===== config.mk =====
export PLATFORM = sky130hd
export DESIGN_NAME = bomb_countdown
export DESIGN_NICKNAME = d
export VERILOG_FILES = /design/src/rtl/bomb_countdown.sv
export SDC_FILE = /design/constraint.sdc
export NUM_CORES = 1
export LEC_CHECK = 0
export CAP_MARGIN = 20
export CORE_ASPECT_RATIO = 0.6
export CORE_MARGIN = 4
export CORE_UTILIZATION = 40
export CTS_CLUSTER_SIZE = 20
export DETAILED_ROUTE_END_ITERATION = 12
export HOLD_SLACK_MARGIN = 0.12
export SYNTH_ARGS = -nofsm -noshare
export SYNTH_HDL_FRONTEND = slang
export SYNTH_SLANG_ARGS = --single-unit

===== constraint.sdc =====
create_clock -name clk -period 6.18 [get_ports clk]
set_input_delay 1.236 -clock clk [delete_from_list [all_inputs] [get_ports clk]]
set_output_delay 1.236 -clock clk [all_outputs]
set_load 0.005 [all_outputs]

===== src/rtl/bomb_countdown.sv =====
// Bomb countdown timer: SS.t BCD digits decremented per 100 ms tick while armed,
// with strike penalties, defuse and a one-cycle boom pulse on expiry.
module bomb_countdown #(
    parameter logic [3:0] INIT_TENS   = 4'd6,
    parameter logic [3:0] INIT_ONES   = 4'd0,
    parameter logic [3:0] PENALTY_S   = 4'd5,
    parameter logic [1:0] MAX_STRIKES = 2'd3
) (
    input  logic       clk,
    input  logic       rst,
    input  logic       tick_100ms,
    input  logic       arm,
    input  logic       pause,
    input  logic       defuse,
    input  logic       strike,
    output logic [3:0] sec_tens,
    output logic [3:0] sec_ones,
    output logic [3:0] tenths,
    output logic [1:0] strikes,
    output logic       running,
    output logic       defused,
    output logic       expired,
    output logic       boom
);

    localparam int unsigned DIGIT_W = 4;
    localparam int unsigned SECS_W  = 7;

    typedef enum logic [2:0] {
        ST_IDLE    = 3'd0,
        ST_RUN     = 3'd1,
        ST_PAUSE   = 3'd2,
        ST_DEFUSED = 3'd3,
        ST_EXPIRED = 3'd4
    } state_t;

    state_t state;

    logic [SECS_W-1:0]  secs;
    logic [SECS_W-1:0]  pen_secs;
    logic [DIGIT_W-1:0] pen_tens;
    logic [DIGIT_W-1:0] pen_ones;
    logic [1:0]         strikes_inc;
    logic               strike_kill;
    logic               tick_last;

    // Strike penalty arithmetic and terminal-count detection
    always_comb begin
        secs        = SECS_W'(sec_tens) * SECS_W'(10) + SECS_W'(sec_ones);
        pen_secs    = secs - SECS_W'(PENALTY_S);
        pen_tens    = DIGIT_W'(pen_secs / SECS_W'(10));
        pen_ones    = DIGIT_W'(pen_secs % SECS_W'(10));
        strikes_inc = (strikes == MAX_STRIKES) ? strikes : strikes + 2'd1;
        strike_kill = (secs < SECS_W'(PENALTY_S))
                   || ((pen_secs == '0) && (tenths == '0))
                   || (strikes_inc >= MAX_STRIKES);
        tick_last   = (sec_tens == '0) && (sec_ones == '0) && (tenths <= DIGIT_W'(1));
    end

    always_ff @(posedge clk) begin
        if (rst) begin
            state    <= ST_IDLE;
            sec_tens <= INIT_TENS;
            sec_ones <= INIT_ONES;
            tenths   <= '0;
            strikes  <= '0;
            running  <= 1'b0;
            defused  <= 1'b0;
            expired  <= 1'b0;
            boom     <= 1'b0;
        end else begin
            boom <= 1'b0;
            case (state)
                ST_IDLE: begin
                    if (arm && !pause) begin
                        state   <= ST_RUN;
                        running <= 1'b1;
                    end
                end
                ST_RUN, ST_PAUSE: begin
                    if (defuse) begin
                        state   <= ST_DEFUSED;
                        running <= 1'b0;
                        defused <= 1'b1;
                    end else if (strike) begin
                        strikes <= strikes_inc;
                        if (strike_kill) begin
                            sec_tens <= '0;
                            sec_ones <= '0;
                            tenths   <= '0;
                            state    <= ST_EXPIRED;
                            running  <= 1'b0;
                            expired  <= 1'b1;
                            boom     <= 1'b1;
                        end else begin
                            sec_tens <= pen_tens;
                            sec_ones <= pen_ones;
                        end
                    end else if (tick_100ms && (state == ST_RUN)) begin
                        if (tick_last) begin
                            sec_tens <= '0;
                            sec_ones <= '0;
                            tenths   <= '0;
                            state    <= ST_EXPIRED;
                            running  <= 1'b0;
                            expired  <= 1'b1;
                            boom     <= 1'b1;
                        end else if (tenths != '0) begin
                            tenths <= tenths - DIGIT_W'(1);
                        end else begin
                            // BCD borrow chain; tick_last guarantees tens never underflows
                            tenths <= DIGIT_W'(9);
                            if (sec_ones != '0) begin
                                sec_ones <= sec_ones - DIGIT_W'(1);
                            end else begin
                                sec_ones <= DIGIT_W'(9);
                                sec_tens <= sec_tens - DIGIT_W'(1);
                            end
                        end
                    end else if (pause) begin
                        state   <= ST_PAUSE;
                        running <= 1'b0;
                    end else if (arm && (state == ST_PAUSE)) begin
                        state   <= ST_RUN;
                        running <= 1'b1;
                    end
                end
                default: begin
                    // DEFUSED and EXPIRED are terminal until reset
                end
            endcase
        end
    end

endmodule

==> qor.yml <==
logic_synthesis:
  synth_top_family_by_area: "compound AO/OA/AOI/OAI gates"
  postSynth.asyncResetShare: 0
  postSynthCellCount: 297
  seq_area_frac_synth: 0.1898
  muxShareOfSynthArea: 0.01864
  syn_area_um2: 2215
  synth_edf_count: 0
  yosys.area_share.simple: 0.2814
  syn_area_per_cell_um2: 7.457
  synth_seq_cells: 21
  yosysWarningCount: 0
  synth-compound-area-share: 0.3192
  synthXorXnorAreaFrac: 0.07006
  synth.distinct_cells: 67
  synthAdderAreaFrac: 0.08588
  syn_nets: 318
  synthFlopType: "dfxtp_1"
timing:
  finalMaxSlewViolations: 0
  min_period_over_period: 0.7081
  max_freq_mhz: 228.5
  tightest_slew_ns: 0.7702
  rsz0062_at_grt: "no"
  final-hold-violation-count: 0
  layout_min_cycle_time_ns: 4.376
  relSlewSlack: 0.4828
  skew_ns: 0.003911
  setup-violations-final: 0
  setup_tns_ns: 0
placement:
  place_inst: 378
  numPortBuffers: 24
  dpl.hpwl_um: 5014
  place.gp.congestion: 0.9212
drt:
  wl_per_cell_um: 16.98
  drtPass1Iterations: 5
  drt_drc_violations_left: 0
  drt-initial-drc-count: 241
  vias_per_cell: 6.107
  wirelength_um: 6487
  vias: 2333
  ant_nets: 0
job:
  maxCapViolCount: 0
status:
  status: "finished clean"
floorplanning:
  start_util: 0.4255
  die_w_um: 104.1
  ios: 25
  die_h_um: 65.64
  dieArea_um2: 6830
  rows: 20
  coreArea_um2: 5205
worst_setup_path:
  crit_arrival_ns: 4.56
  slowest_stage: "dfxtp_1"
  max_stage_delay_ns: 0.53
  end_kind: "register"
  required_ns: 6.36
  crit_top_cell: "ha_1"
  crit_path_start_kind: "register"
  critPathMaxFanout: 8
  worstSetupPathType: "register to register"
  cp_cell_sequence: "ha_1 -> ha_1 -> fa_1 -> xnor2_1 -> xnor2_1 -> nor4bb_1 -> a211o_1 -> a21oi_1 -> nor3_1 -> nor3b_1 -> ha_1 -> o41a_1 -> nand2_1 -> a21oi_1 -> a211oi_1"
clock_tree:
  path_clk_slew_ns: 0.08
  clockBufferDepth: 2
  cts_sinks: 21
  holdBufCountCts: 0
  postCtsSetupBuffers: 0
  clock-root-buffer: "clkbuf_8"
  insertion_delay_ns: 0.26
  cts_resized: 0
  h-tree-depth: 1
  numCtsBuffers: 3
  cts_tree: "yes"
power:
  p_switching_w: 0.0007859
  powerDensity_nw_per_um2: 565.6
  power.static_leakage_nw: 0.9577
  clkPwrFrac: 0.063
  intPower_w: 0.0006543
  switching_share: 0.5457
  p_seq_frac: 0.132
  p_comb_frac: 0.805
  ir_drop_v: 0.0003769
grt:
  gr-total-overflow: 0
  grt_util_all_layers: 0.1882
  grt_first_pass_wirelength_um: 10540
  grt_pass1_vias: 2048
  antenna_found_initial: 0
  grt_max_degree: 23
layout:
  fin_util: 0.4892
  antenna_cells_inserted: 0
  area.growth.synth_to_final_pct: 14.97
  drive_above_1_share: 0.06962
  final_cells: 382
  fin_nets: 338
min_path:
  hold_path.class: "register to register"
flip-flops by register name (all words and copies together) (netlist names):
register / count
running: 1
tenths: 4
sec_tens: 4
defused: 1
strikes: 2
state: 3
boom: 1
expired: 1
sec_ones: 4
path summary, 6_finish.rpt:
kind,startpoint,endpoint,slack (ns),cells after the start
max,sec_tens[3],sec_tens[0],1.80,15
min,defused,defused,0.47,2
max reg2reg,sec_tens[3],sec_tens[0],1.80,15
min reg2reg,defused,defused,0.47,2
stage by stage:
step	instance area, um^2	setup slack, ns	total power [W]	hold slack (ns)
after floorplan	2215	2.391	0.001052	0.4604
after global placement	2501	2.016	0.001319	0.4535
after detailed placement	2501	1.874	0.001315	0.4571
after CTS	2546	1.833	0.001413	0.4759
after global routing	2546	1.525	0.001562	0.5499
final	2546	1.804	0.001440	0.4711
power groups by stage:
stage / Combinational (W) / Sequential, W / Clock (W)
3_3_place_gp: 0.00113 / 0.000192 / 0
4_1_cts: 0.00113 / 0.000188 / 0.0000941
3_5_place_dp: 0.00112 / 0.000191 / 0
6_report: 0.00116 / 0.000190 / 0.0000911
2_1_floorplan: 0.000870 / 0.000181 / 0
5_1_grt: 0.00127 / 0.000193 / 0.000101
critical path, delay by kind of cell (launching register included):
family	cells	cell delay, ns
XOR/XNOR	2	0.40
AND/OR/NAND/NOR	4	0.96
adder cells (fa/ha/maj)	4	1.18
AO/OA/AOI/OAI	5	1.24
flip-flops	1	0.53
routing by layer:
metal	track usage	wire length [um]	vias up
li1	-	-	1156
met3	0.03925	603	2
met1	0.3165	3531	1053
met2	0.2403	2344	122
met5	0	0	-
met4	0.01327	8	0
cell type report:
type	instances	area, um^2
flip-flops and latches	21	420.4
repair buffers	25	247.7
fillers	543	2659
well taps	66	82.58
inverters	9	33.78
clock buffers	4	45.04
multi-input cells	257	1717
cell usage in the layout (no fill, tap or decap), types with 3 or more instances in the layout:
master	Yosys	final
o21ai_0	16	16
nand2b_1	4	4
dfxtp_1	21	21
nor2_1	39	39
clkdlybuf4s50_1	0	24
xnor2_1	11	11
inv_1	9	9
ha_1	12	12
and3_1	5	5
or3_1	3	3
nor2b_1	3	3
xor2_1	3	3
a21o_1	6	6
a21oi_1	33	33
mux2i_1	3	3
nand2_1	19	19
o211ai_1	3	3
a211oi_1	7	7
nor4_2	3	3
a211o_1	3	3
nand3_1	7	7
clkbuf_8	0	3
nand4_1	3	3
a31oi_1	4	4
nor4_1	5	5
nor3_1	10	10
o21ai_1	5	5
logic make-up after synthesis:
family                   after synthesis
AO/OA/AOI/OAI                        105
XOR/XNOR                              16
buffers and inverters                 19
AND/OR/NAND/NOR                      118
multiplexers                           4
flip-flops                            21
adder cells (fa/ha/maj)               14
cell usage after synthesis (all sizes together) (6+ instances only):
library cell  number  area, um^2
a211oi             8       65.06
a21o               6       45.04
a21oi             33       165.2
dfxtp             21       420.4
ha                12       150.1
inv                9       33.78
nand2             20       77.58
nand3              8       45.04
nor2              39       146.4
nor3              11       60.06
nor4               8       68.82
o21ai             21       105.1
xnor2             12       112.6
Note: power is estimated with default switching activity, not from simulation.
